**config.mk**
```make
export PLATFORM = sky130hd
export DESIGN_NAME = heading_tx_flat
export DESIGN_NICKNAME = d
export VERILOG_FILES = /design/src/rtl/heading_if.sv /design/src/rtl/heading_tx.sv /design/src/flat_wrapper.sv
export SDC_FILE = /design/constraint.sdc
export NUM_CORES = 1
export LEC_CHECK = 0
export CAP_MARGIN = 20
export CELL_PAD_IN_SITES_DETAIL_PLACEMENT = 0
export CELL_PAD_IN_SITES_GLOBAL_PLACEMENT = 1
export CORE_MARGIN = 5
export CORE_UTILIZATION = 38
export DETAILED_ROUTE_END_ITERATION = 10
export PLACE_DENSITY = 0.84
export SETUP_SLACK_MARGIN = 0.2
export SLEW_MARGIN = 10
export SYNTH_ARGS = -nofsm -noshare
export SYNTH_HDL_FRONTEND = slang
export SYNTH_SLANG_ARGS = --single-unit
```
**constraint.sdc**
```tcl
create_clock -name clk -period 2.2 [get_ports clk]
set_clock_uncertainty 0.15 [all_clocks]
set_input_delay 0.44 -clock clk [delete_from_list [all_inputs] [get_ports clk]]
set_output_delay 0.44 -clock clk [all_outputs]
set_load 0.05 [all_outputs]
```
**src/rtl/heading_if.sv**
```systemverilog
// Producer-to-transmitter link for one heading frame: P/Q request in, framed lanes out.
// Handshake: a frame is accepted on a rising edge where confirm=1 and ready=1; confirm at any other time is dropped.
interface heading_if;
  logic       confirm;
  logic [6:0] dataP;
  logic [6:0] dataQ;
  logic       ready;
  logic [2:0] dout;
  logic [7:0] outputData;
  logic       valid;
  logic       done;
  logic [2:0] state;

  modport master (
    output confirm, dataP, dataQ,
    input  ready, dout, outputData, valid, done, state
  );

  modport slave (
    input  confirm, dataP, dataQ,
    output ready, dout, outputData, valid, done, state
  );
endinterface

```
**src/rtl/heading_tx.sv**
```systemverilog
// Heading link transmitter: header code, parity-protected P and Q bytes, idle gap, done pulse.
// Every output is a flop loaded from the next-state decode, so lanes change with the state register.
module heading_tx #(
  parameter logic [2:0] HEAD_CODE   = 3'b111,
  parameter int         HEAD_CYCLES = 1,
  parameter int         GAP_CYCLES  = 2,
  parameter bit         PARITY_ODD  = 1'b0
) (
  input logic     clk,
  input logic     rst,
  heading_if.slave hif
);
  typedef enum logic [2:0] {
    IDLE  = 3'd0,
    HEAD  = 3'd1,
    SENDP = 3'd2,
    SENDQ = 3'd3,
    GAP   = 3'd4,
    DONE  = 3'd5
  } state_t;

  localparam logic [7:0] HEAD_LAST = 8'(HEAD_CYCLES - 1);
  localparam logic [7:0] GAP_LAST  = 8'(GAP_CYCLES - 1);

  state_t     st_q, st_d;
  logic [7:0] cnt_q, cnt_d;
  logic [6:0] p_q, p_d, q_q, q_d;
  logic       ready_q, ready_d;
  logic [2:0] dout_q, dout_d;
  logic [7:0] data_q, data_d;
  logic       valid_q, valid_d;
  logic       done_q, done_d;

  function automatic logic par(input logic [6:0] v);
    return PARITY_ODD ? ~^v : ^v;
  endfunction

  always_ff @(posedge clk) begin
    if (rst) begin
      st_q    <= IDLE;
      cnt_q   <= '0;
      p_q     <= '0;
      q_q     <= '0;
      ready_q <= 1'b1;
      dout_q  <= '0;
      data_q  <= '0;
      valid_q <= 1'b0;
      done_q  <= 1'b0;
    end else begin
      st_q    <= st_d;
      cnt_q   <= cnt_d;
      p_q     <= p_d;
      q_q     <= q_d;
      ready_q <= ready_d;
      dout_q  <= dout_d;
      data_q  <= data_d;
      valid_q <= valid_d;
      done_q  <= done_d;
    end
  end

  always_comb begin
    st_d    = st_q;
    p_d     = p_q;
    q_d     = q_q;
    ready_d = 1'b0;
    dout_d  = '0;
    data_d  = '0;
    valid_d = 1'b0;
    done_d  = 1'b0;

    case (st_q)
      IDLE: begin
        if (hif.confirm) begin
          st_d = HEAD;
          p_d  = hif.dataP;
          q_d  = hif.dataQ;
        end
      end
      HEAD:    if (cnt_q == HEAD_LAST) st_d = SENDP;
      SENDP:   st_d = SENDQ;
      SENDQ:   st_d = GAP;
      GAP:     if (cnt_q == GAP_LAST) st_d = DONE;
      DONE:    st_d = IDLE;
      default: st_d = IDLE;
    endcase

    // Counter restarts on every state entry so HEAD and GAP each count from zero.
    cnt_d = (st_d != st_q) ? 8'd0 : cnt_q + 8'd1;

    case (st_d)
      IDLE:  ready_d = 1'b1;
      HEAD:  dout_d  = HEAD_CODE;
      SENDP: begin
        data_d  = {par(p_d), p_d};
        valid_d = 1'b1;
      end
      SENDQ: begin
        data_d  = {par(q_d), q_d};
        valid_d = 1'b1;
      end
      DONE:    done_d = 1'b1;
      default: ;
    endcase
  end

  assign hif.ready      = ready_q;
  assign hif.dout       = dout_q;
  assign hif.outputData = data_q;
  assign hif.valid      = valid_q;
  assign hif.done       = done_q;
  assign hif.state      = st_q;
endmodule
```
**src/flat_wrapper.sv**
```systemverilog
// flat-port wrapper written by rule: the top's interface ports become plain ports
module heading_tx_flat 
#(
  parameter logic [2:0] HEAD_CODE   = 3'b111,
  parameter int         HEAD_CYCLES = 1,
  parameter int         GAP_CYCLES  = 2,
  parameter bit         PARITY_ODD  = 1'b0
)
  (clk, rst, hif_confirm, hif_dataP, hif_dataQ, hif_ready, hif_dout, hif_outputData, hif_valid, hif_done, hif_state);
  heading_if hif_i ();
  input logic clk;
  input logic rst;
  input wire logic [$bits(hif_i.confirm)-1:0] hif_confirm;
  input wire logic [$bits(hif_i.dataP)-1:0] hif_dataP;
  input wire logic [$bits(hif_i.dataQ)-1:0] hif_dataQ;
  output wire logic [$bits(hif_i.ready)-1:0] hif_ready;
  output wire logic [$bits(hif_i.dout)-1:0] hif_dout;
  output wire logic [$bits(hif_i.outputData)-1:0] hif_outputData;
  output wire logic [$bits(hif_i.valid)-1:0] hif_valid;
  output wire logic [$bits(hif_i.done)-1:0] hif_done;
  output wire logic [$bits(hif_i.state)-1:0] hif_state;
  assign hif_i.confirm = hif_confirm;
  assign hif_i.dataP = hif_dataP;
  assign hif_i.dataQ = hif_dataQ;
  assign hif_ready = hif_i.ready;
  assign hif_dout = hif_i.dout;
  assign hif_outputData = hif_i.outputData;
  assign hif_valid = hif_i.valid;
  assign hif_done = hif_i.done;
  assign hif_state = hif_i.state;
  heading_tx #(.HEAD_CODE(HEAD_CODE), .HEAD_CYCLES(HEAD_CYCLES), .GAP_CYCLES(GAP_CYCLES), .PARITY_ODD(PARITY_ODD)) u_core (.clk(clk), .rst(rst), .hif(hif_i));
endmodule
```
-- Word level (Yosys, flattened, before mapping)
Index checks and enable logic that the tools add are counted.
- word-level logic and storage cells: 40
- input bits: 17
- register bits after elaboration: 39
- output and inout bits: 17
- equal/unequal tests: 10
- $add $sub $neg: 1
- muxes and demuxes: 13
- reductions and logical operators: 7
- operators with widths (kind ; number):
    $mux 7 ; 4
    $pmux 8 s2 ; 1
    $pmux 3 s5 ; 1
    $reduce_xor 7->1 ; 2
    $eq 3x2->1 const B ; 4
    $mux 3 ; 4
    $add 8x1->8 const B ; 1
    $eq 8x1->1 const B ; 1
    $logic_not 8->1 ; 1
    $eq 3x1->1 const B ; 2
    $eq 3x3->1 const B ; 2
    $logic_not 3->1 ; 2
    $reduce_or 2->1 ; 2
    $mux 1 ; 3
    $ne 3x3->1 ; 1

-- Depth between registers and ports, before layout
Gate-level depths: netlist of the first run.
- word-level depth: 6
- depth in mapped cells: 7
- depth with buffers taken out: 6

-- Worst setup path after synthesis of the first run
No wires, ideal clock.
- kind: register to register
- start: register u_core.st_q[0], in the netlist u_core.hif.state[0]
- end: register u_core.data_q[0], in the netlist u_core.hif.outputData[0]
- buffers on the path: 2
- data required time: 1972 ps
- path slack: 47 ps
- data arrival time: 1926 ps
- period minus slack after synthesis: 2153 ps
- cell stages (with the launch flop): 6
- setup time: 78 ps
- cells stage by stage: dfxtp_1 > clkbuf_1 > clkinv_1 > or4b_4 > buf_6 > o22ai_1
- cells in the longest elaborated chain, start to end: 4
- elaborated cells on any way between the ends: 14
- those cells by class: eq/ne (6); mux (7); reduce/logical (1)
- ends and longest elaborated chain (element ; line ; text):
    start: declaration ; heading_tx.sv:25 ; state_t st_q, st_d;
    start signal: assignment ; heading_tx.sv:50 ; st_q <= st_d;
    $eq 3x3->1 (tied with other cells) ; heading_tx.sv:72 ; case (st_q)
    $pmux 3 s5 ; heading_tx.sv:72 ;
    $eq 3x2->1 ; heading_tx.sv:91 ; case (st_d)
    $pmux 8 s2 * ; heading_tx.sv:91 ;
    end signal: assignment ; heading_tx.sv:56 ; data_q <= data_d;
    end: declaration ; heading_tx.sv:30 ; logic [7:0] data_q, data_d;
Mark *: on every way between the ends. The rest lies on a longest branch, timed or not.
A chain may end at the register's enable or synchronous reset.

-- Final worst setup path of the first run
- start: register u_core.cnt_q[5]
- end: register u_core.data_q[1], in the netlist u_core.hif.outputData[1]
- cells in the longest elaborated chain, start to end: 5
- elaborated cells on any way between the ends: 8
- those cells by class: eq/ne (3); mux (4); reduce/logical (1)
- ends and longest elaborated chain (element ; line ; text):
    start: declaration ; heading_tx.sv:26 ; logic [7:0] cnt_q, cnt_d;
    start signal: assignment ; heading_tx.sv:51 ; cnt_q <= cnt_d;
    $eq 8x1->1 / $logic_not 8->1 (equally long branches) ; heading_tx.sv:83, heading_tx.sv:80 ;
    $mux 3 (on tied branches) ; heading_tx.sv:83, heading_tx.sv:80 ;
    $pmux 3 s5 * ; heading_tx.sv:72 ;
    $eq 3x2->1 ; heading_tx.sv:91 ;
    $pmux 8 s2 * ; heading_tx.sv:91 ;
Marked as above.

==> results of run 1 <==
final cells by class:
class | instances | area share
Multi-Input combinational cell | 108 | 0.3809
Sequential cell | 37 | 0.3523
Timing Repair Buffer | 41 | 0.1907
Clock buffer | 6 | 0.03446
Tap cell | 50 | 0.02971
Inverter | 4 | 0.007130
Clock inverter | 2 | 0.004753
worst max-delay path: stages, from the launching register on:
cell and delay [ns]:
dfxtp_1 0.37, nor4_4 0.34, nand3_2 0.16, or4b_4 0.57, o22ai_1 0.22
synthesized netlist by cell type (all sizes together):
master and instances:
o21ai 2, and2 1, a31oi 1, inv 3, clkbuf 4, nand4 1, nor3 5, nor4 1
nand2 5, mux2i 15, xor2 4, dfxtp 37, nor2 30, ha 3, nand4b 1, clkinv 1
nand3 6, xnor2 11, a211oi 1, xnor3 4, nor4b 1, o22ai 7, nand3b 2, or4b 1
a2111oi 1, a21oi 4, or3 1, buf 7
power by group through the flow:
stage	registers (mW)	logic (mW)	clock network, mW
2_1_floorplan	0.848	0.293	0
3_3_place_gp	0.782	0.497	0
3_5_place_dp	0.785	0.501	0
4_1_cts	0.769	0.494	0.464
5_1_grt	0.777	0.546	0.491
6_report	0.770	0.508	0.450
sequential cells by signal, summed over array words and instances, names as in the netlist:
register,cells
u_core.p_q,7
u_core.hif.done,1
u_core.hif.ready,1
u_core.hif.valid,1
u_core.hif.outputData,8
u_core.cnt_q,8
u_core.q_q,7
u_core.hif.dout,1
u_core.hif.state,3
worst min-delay path by stage:
stage,cells after the start,from,slack [ns],endpoint
5_1_grt,1,u_core.cnt_q[0],0.36,u_core.cnt_q[0]
4_1_cts,1,u_core.cnt_q[0],0.34,u_core.cnt_q[0]
6_report,1,u_core.cnt_q[0],0.33,u_core.cnt_q[0]
3_3_place_gp,1,u_core.cnt_q[0],0.32,u_core.cnt_q[0]
2_1_floorplan,1,u_core.cnt_q[0],0.29,u_core.cnt_q[0]
3_5_place_dp,1,u_core.cnt_q[0],0.32,u_core.cnt_q[0]
stage by stage:
step | util | setup TNS, ns | cells
final | 0.5190 | 0 | 248
after global routing | 0.5190 | 0 | 248
after CTS | 0.5085 | 0 | 246
after detailed placement | 0.4909 | -0.06200 | 238
after global placement | 0.4909 | -0.07677 | 238
after floorplan | - | 0 | 160
per-layer routing:
| layer | track usage | vias up | part of all wire |
|---|---|---|---|
| met5 | 0 | - | 0 |
| met4 | 0.05929 | 0 | 0.021 |
| met3 | 0.03338 | 8 | 0.053 |
| met2 | 0.2282 | 29 | 0.51 |
| met1 | 0.1495 | 564 | 0.41 |
| li1 | - | 614 | - |
timing repair:
item                                   in CTS  in global routing
gates resized for setup                     9                  9
pin swaps                                   0                  1
setup endpoints to repair                   9                 19
endpoints found under the hold margin       0                  0
setup buffers                               0                  2
logic make-up (layout without fill, tap and decap cells):
kind of cell,count (synthesis),count (layout),synth area share
AOI/OAI and AO/OA,16,16,0.06011
xor gates and xnor gates,19,19,0.1382
adders and majority gates,3,3,0.02342
buffers and inverters,15,53,0.04917
DFF,37,37,0.4621
muxes,15,15,0.09367
and+or+nand+nor,55,55,0.1733
==> run summary, run 1 <==
status -> completed
DRT iter0 DRCs -> 47
Crit. Startpoint -> u_core.cnt_q[5]
overall routing resource usage -> 0.1309
flops & latches, synth -> 37
Root Driver -> clkbuf_8
WS Path Type -> reg2reg
Initial Util -> 0.3950
Synth area leaders -> dfxtp_1 46%, mux2i_1 9.4%, nor2_1 7.0%
area growth from synthesis to layout -> 31.38%
setup slack, reg-to-reg -> 0.30 ns
Worst Path Required -> 2.25 ns
final period utilization -> 0.8614
Seq. cell area -> 742.0 um2
biggest area consumer among synthesized cells -> dfxtp_1
Int Power -> 1.181 mW
I/O pin total -> 34
Worst Path Arrival -> 1.95 ns
MaxCap Viol Count -> 0
area share of the leading cell type in the synthesized netlist -> 0.4621
fin. max-slew vios -> 0
CP endpoint -> u_core.hif.outputData[1]
layout cells sized above 1 -> 0.1263
worst hold slack -> 0.3319 ns
row count -> 23
RR Endpoint -> u_core.hif.outputData[1]
WL final -> 3.475 mm
actual slew at the worst max-slew pin -> 0.5113 ns
endpoints failing hold -> 0
die area -> 5617 um2
vias in the first global route -> 1198
worst skew pair latency -> 0.29 ns
clock slew at reported path FFs -> 0.07 ns
Vias -> 1215
H-tree Lvls -> 2
synthesized area per cell -> 10.02 um2
Detail Route Antenna Nets -> 0
total global routing overflow -> 0
cells after synthesis -> 160
part of the power in registers -> 0.446
combinational power share -> 0.294
commonest non-fill, non-tap cell in the layout -> dfxtp_1
register area share after synthesis -> 0.4621
Final GP Congestion -> 0.7786
first-pass GRT wire length -> 5.485 mm
worst r2r path cells -> 4
pwr dens -> 820.5 nW/um2
TritonCTS clock tree -> yes
post-DR wirelength/cell -> 14.01 um
Final HPWL DP -> 2.533 mm
filler instances -> 379
final setup vio count -> 0
Switching Share -> 0.3165
f_max -> 0.5277 GHz
worst-path maximum fanout -> 8
drt first pass iters -> 4
sw power -> 546.9 uW
crit path time final -> 1.895 ns
largest net degree at the start of global routing -> 22
# diodes -> 0
chip width -> 74.95 um
Sink Count -> 37
R2R Path Start -> u_core.cnt_q[5]
vias per cell -> 4.899
Peak VDD IR -> 0.3808 mV
multi-input logic area -> 802.0 um2
Max clock buf depth -> 2
Slew HR -> 0.6585
initial antenna violation count -> 0
mapped cell area -> 1603 um2
clock share of power -> 0.261
die height -> 74.95 um
hold buffer count at cts -> 0
RSZ-0062 raised after global routing -> false
P_leak -> 0.9506 nW
critical path launch point type -> flip-flop
Syn. warnings -> 0
Post-Synthesis Net Count -> 180
fin nets -> 217
DP Worst Slack -> -0.05020 ns
drc violations -> 0
count of different cell masters after synthesis -> 32
fin area -> 2106 um2
commonest non-fill, non-tap cells in the layout -> 36 x dfxtp_1, 30 x nor2_1, 16 x clkdlybuf4s50_1
Worst Setup End Kind -> flip-flop
Num CTS Buffers -> 5
Power, Total -> 1.728 mW
Setup WS post-layout -> 0.3049 ns
cell area after placement -> 1992 um2
core area -> 4058 um2
IO Port Bufs -> 33
HP Class -> reg2reg
Power figures use the tool's default switching activity.
==> run 2, diff against run 1 <==
--- a/config.mk
+++ b/config.mk
@@ -5,11 +5,12 @@
 export SDC_FILE = /design/constraint.sdc
 export NUM_CORES = 1
 export LEC_CHECK = 0
+export ABC_AREA = 1
 export CAP_MARGIN = 20
 export CELL_PAD_IN_SITES_DETAIL_PLACEMENT = 0
 export CELL_PAD_IN_SITES_GLOBAL_PLACEMENT = 1
 export CORE_MARGIN = 5
-export CORE_UTILIZATION = 38
+export CORE_UTILIZATION = 37
 export DETAILED_ROUTE_END_ITERATION = 10
 export PLACE_DENSITY = 0.84
 export SETUP_SLACK_MARGIN = 0.2
==> run 2 against run 1 <==
Net effect:
- synthesized cell count rose by 70%
- hold slack improved by 0.011 ns
- clock power rose by 36%
- via count rose by 45%
- critical path depth rose by 9
==> run summary, run 2 <==
Slew HR -> 0.6605
first-pass GRT wire length -> 7.058 mm
drc violations -> 0
clock slew at reported path FFs -> 0.07 ns
vias per cell -> 4.404
pwr dens -> 1122 nW/um2
Sink Count -> 37
Worst Path Arrival -> 1.95 ns
fin nets -> 350
setup tns final -> 0 ns
total global routing overflow -> 0
simple-gate share of the synthesized area -> 0.3976
Synth area leaders -> dfxtp_1 38%, nand2_1 17%, nand3_1 6.1%
Placed Cells -> 386
drt first pass iters -> 5
top_reg_cell synth -> dfxtp_1
Setup WS post-layout -> 0.3298 ns
Commonest cells post-synth -> 88 x nand2_1, 37 x dfxtp_1, 29 x inv_1
actual slew at the worst max-slew pin -> 0.5083 ns
IO Port Bufs -> 33
DRT iter0 DRCs -> 65
clock share of power -> 0.194
HP Class -> reg2reg
Num CTS Buffers -> 5
I/O pin total -> 34
RSZ-0062 raised after global routing -> false
register area share after synthesis -> 0.3778
Root Driver -> clkbuf_8
gr busiest metal -> met2
# diodes -> 0
fin. max-slew vios -> 0
initial antenna violation count -> 0
most common cell in the synthesized netlist -> nand2_1
count of different cell masters after synthesis -> 28
area growth from synthesis to layout -> 43.40%
critical path launch point type -> flip-flop
Worst Setup End Kind -> flip-flop
flops & latches, synth -> 37
commonest non-fill, non-tap cell in the layout -> nand2_1
WS Path Type -> reg2reg
Peak VDD IR -> 0.6569 mV
chip width -> 82.80 um
Syn. warnings -> 0
Synth Area in Adders -> 0.01914
cells after synthesis -> 272
combinational power share -> 0.531
biggest area consumer among synthesized cells -> dfxtp_1
Max clock buf depth -> 2
hold buffer count at cts -> 0
TritonCTS clock tree -> yes
Post-synth EDFFs -> 0
area share of the leading cell type in the synthesized netlist -> 0.3778
status -> completed
overall routing resource usage -> 0.1348
Post-Synthesis Net Count -> 292
WL final -> 4.359 mm
largest net degree at the start of global routing -> 18
commonest non-fill, non-tap cells in the layout -> 69 x nand2_1, 36 x dfxtp_1, 27 x inv_1
core area -> 5140 um2
Detail Route Antenna Nets -> 0
f_max -> 0.5347 GHz
worst-path maximum fanout -> 7
Final HPWL DP -> 3.056 mm
post-synthesis xor/xnor area fraction -> 0.02234
DP Worst Slack -> -0.04691 ns
Switching Share -> 0.4116
Post-Layout Cell Count -> 401
met1 Track Usage GR -> 0.1729
combinational family with the most area after synthesis -> simple AND/OR/NAND/NOR gates
endpoints failing hold -> 0
P_leak -> 1.419 nW
MaxCap Viol Count -> 0
post-DR wirelength/cell -> 10.87 um
met2 Resource Use GR -> 0.2196
final period utilization -> 0.8501
proportion of synthesized area in mux cells -> 0
die area -> 6855 um2
final setup vio count -> 0
Worst Path Required -> 2.28 ns
Final GP Congestion -> 0.8097
GR Util met3 -> 0.03888
worst skew pair latency -> 0.29 ns
vias in the first global route -> 1580
synthesized area per cell -> 7.208 um2
H-tree Lvls -> 2
crit path time final -> 1.870 ns
sw power -> 1.299 mW
part of the power in registers -> 0.276
layout cells sized above 1 -> 0.2840
compound-gate portion of the synthesized area -> 0.07403
Vias -> 1766
Int Power -> 1.857 mW
row count -> 26
asr flop ratio synth -> 0
die height -> 82.80 um
mapped cell area -> 1961 um2
Initial Util -> 0.3815
run 2: cell count changes after synthesis, moves of 4 or more:
cell      change
nand2_1      +83
nor2_2       +10
nor2_1        -4
xnor3_1       -4
xnor2_1       -9
o21ai_2       +7
inv_1        +26
nand3b_1      +4
buf_6         +4
nand3_1      +19
a22o_1        +7
o22ai_1       -7
mux2i_1      -15
run 2: layout make-up:
class	count	area, um2
clock inverter	2	37.54
timing repair buffer	62	635.6
inverter	32	120.1
multi-input combinational	192	1106
sequential	37	742.0
fill	517	2328
tap	70	87.58
clock buffer	6	82.58
run 2: cells by family (layout without fill, tap and decap cells):
kind of cell,after synthesis,count (layout)
and+or+nand+nor,166,166
xor gates and xnor gates,5,5
AOI/OAI and AO/OA,18,18
buffers and inverters,43,102
DFF,37,37
adders and majority gates,3,3
run 2: power by group through the flow:
stage          sequential, mW  clock (mW)  combinational [mW]
3_3_place_gp            0.887           0                1.48
2_1_floorplan            1.06           0               0.843
3_5_place_dp            0.886           0                1.48
6_report                0.870       0.611                1.67
4_1_cts                 0.870       0.632                1.46
5_1_grt                 0.888       0.662                1.83
run 2: final timing paths:
| kind | start | endpoint | slack [ns] | cells past startpoint |
|---|---|---|---|---|
| max | u_core.hif.state[0] | u_core.hif.outputData[7] | 0.33 | 13 |
| min | u_core.cnt_q[0] | u_core.cnt_q[0] | 0.34 | 1 |
| max reg2reg | u_core.hif.state[0] | u_core.hif.outputData[7] | 0.33 | 13 |
| min reg2reg | u_core.cnt_q[0] | u_core.cnt_q[0] | 0.34 | 1 |
run 2: per-layer routing:
layer,share of wire,wire [um]
met1,0.45,1969
met2,0.48,2114
met3,0.052,225
met4,0.011,49
met5,0,0
run 2: repair_timing:
action / CTS / global route
gates cloned: 0 / 2
pin swaps: 0 / 16
endpoints found under the setup margin: 7 / 16
gates resized for setup: 7 / 42
setup buffers: 0 / 5
run 2: metrics by stage:
step	power (mW)	hold WS, ns	area (um2)	util
global placement	2.362	0.3268	2480	0.4825
global route	3.382	0.3878	2811	0.5470
CTS	2.965	0.3499	2591	0.5041
detailed placement	2.364	0.3285	2480	0.4825
floorplan	1.905	0.3043	1961	-
finish	3.156	0.3426	2811	0.5470
run 2: worst max-delay path: stages, from the launching register on:
cell and delay [ns]:
dfxtp_1 0.53, nor2_8 0.10, nand2_4 0.17, buf_6 0.13, nand2_1 0.04, nand2_1 0.09
nand2_2 0.06, nand2_2 0.07, inv_1 0.04, nand2_1 0.08, nand2_1 0.05, nand2_1 0.07
nand3_2 0.08, a21oi_2 0.13
==> run 3, diff against run 2 <==
--- a/config.mk
+++ b/config.mk
@@ -9,12 +9,11 @@
 export CAP_MARGIN = 20
 export CELL_PAD_IN_SITES_DETAIL_PLACEMENT = 0
 export CELL_PAD_IN_SITES_GLOBAL_PLACEMENT = 1
-export CORE_MARGIN = 5
+export CORE_MARGIN = 2
 export CORE_UTILIZATION = 37
 export DETAILED_ROUTE_END_ITERATION = 10
-export PLACE_DENSITY = 0.84
+export PLACE_DENSITY_LB_ADDON = 0.1
 export SETUP_SLACK_MARGIN = 0.2
-export SLEW_MARGIN = 10
 export SYNTH_ARGS = -nofsm -noshare
 export SYNTH_HDL_FRONTEND = slang
 export SYNTH_SLANG_ARGS = --single-unit
==> run 3 against run 2 <==
Net effect:
- maximum frequency fell by 5.2%
- hold slack worse by 0.0042 ns
- critical path depth decreased by 12
- power down 3.7%
- critical path type is now reg2out
- largest cell class unchanged
==> run summary, run 3 (synthesis gave the netlist of run 2 again) <==
critical-path cell list -> clkdlybuf4s50_1
Placed Cells -> 385
crit path time final -> 1.973 ns
Setup WS post-layout -> 0.2274 ns
fin. max-slew vios -> 0
Post-Layout Cell Count -> 398
Peak VDD IR -> 0.6311 mV
vias per cell -> 4.528
Root Driver -> clkbuf_8
drt first pass iters -> 4
Power, Total -> 3.038 mW
HP Class -> reg2reg
Core Util, Final -> 0.5453
IO Port Bufs -> 33
f_max -> 0.5069 GHz
buffers and inverters on the worst path -> 1
actual slew at the worst max-slew pin -> 0.5060 ns
status -> completed
WS Path Type -> reg2out
DRT iter0 DRCs -> 38
worst hold slack -> 0.3384 ns
hold_sp -> u_core.cnt_q[0]
core area -> 5107 um2
critical path launch point type -> flip-flop
Num CTS Buffers -> 5
Crit. Startpoint -> u_core.hif.valid
clock slew at reported path FFs -> 0.07 ns
vias in the first global route -> 1602
worst-path maximum fanout -> 1
overall routing resource usage -> 0.1530
Initial Util -> 0.3839
worst skew pair latency -> 0.28 ns
# diodes -> 0
commonest non-fill, non-tap cells in the layout -> 71 x nand2_1, 36 x dfxtp_1, 27 x inv_1
Worst Setup End Kind -> primary output
die area -> 5897 um2
TritonCTS clock tree -> yes
total global routing overflow -> 0
endpoints failing hold -> 0
Detail Route Antenna Nets -> 0
pwr dens -> 1091 nW/um2
commonest non-fill, non-tap cell in the layout -> nand2_1
CP max stage delay -> 0.79 ns
chip width -> 76.80 um
RSZ-0062 raised after global routing -> false
final setup vio count -> 0
Worst Path Arrival -> 1.38 ns
drc violations -> 0
Slew HR -> 0.6621
WL final -> 4.369 mm
die height -> 76.80 um
hold buffer count at cts -> 0
layout cells sized above 1 -> 0.2713
row count -> 26
I/O pin total -> 34
fin nets -> 348
R2R Path Start -> u_core.hif.state[1]
post-DR wirelength/cell -> 10.98 um
area growth from synthesis to layout -> 42.05%
largest net degree at the start of global routing -> 18
DP Worst Slack -> -0.06380 ns
Final HPWL DP -> 3.125 mm
Max clock buf depth -> 2
Slowest-stage cell, CP -> clkdlybuf4s50_1
Final GP Congestion -> 0.7465
initial antenna violation count -> 0
filler instances -> 536
final period utilization -> 0.8966
Vias -> 1802
H-tree Lvls -> 2
P_leak -> 1.398 nW
CP top delay family -> buffers and inverters
Worst Path Required -> 1.61 ns
Sink Count -> 37
first-pass GRT wire length -> 7.093 mm
MaxCap Viol Count -> 0
==> run 3: changes by cell type in the layout (fill, tap and decap cells not counted), sizes merged <==
cell / change
clkinvlp: -1
bufinv: -1
clkdlybuf4s50: +2
clkbuf: +2
dlygate4sd2: -2
buf: -3
==> run 3: final timing paths <==
path	endpoint	slack, ns	cells past startpoint
min reg2reg	u_core.cnt_q[0]	0.34	1
max	hif_valid	0.23	1
max reg2reg	u_core.hif.outputData[7]	0.41	13
min	u_core.cnt_q[0]	0.34	1
==> run 3: final cells by class <==
type                       instances  area (um2)  share of cell area
tap                               70       87.58             0.03145
inverter                          32       120.1             0.04313
clock buffer                       7       86.33             0.03100
timing repair buffer              60       645.6              0.2318
multi-input combinational        192        1104              0.3962
sequential                        37       742.0              0.2664
==> run 3: per-stage QoR <==
step           setup TNS [ns]  instance area, um2
4_1_cts                     0                2565
3_3_place_gp         -0.03723                2485
6_report                    0                2785
2_1_floorplan               0                1961
5_1_grt                     0                2785
3_5_place_dp          -0.2032                2485
==> run 3: where the power goes <==
group	total (mW)	leakage (nW)	switching (mW)	internal, mW
Clock	0.478	0.0443	0.229	0.249
Sequential	0.875	0.303	0.0830	0.792
Combinational	1.69	1.05	0.981	0.704
==> run 3: routing by layer <==
| layer | GRT usage | share of wire |
|---|---|---|
| met1 | 0.1810 | 0.45 |
| met2 | 0.2623 | 0.50 |
| met3 | 0.03765 | 0.036 |
| met4 | 0.06545 | 0.016 |
| met5 | 0 | 0 |
==> run 3: timing repair <==
item	CTS	global route
buffers inserted	0	3
cloned	0	3
endpoints found under the setup margin	5	16
resized for setup	5	38
pin swaps	0	9
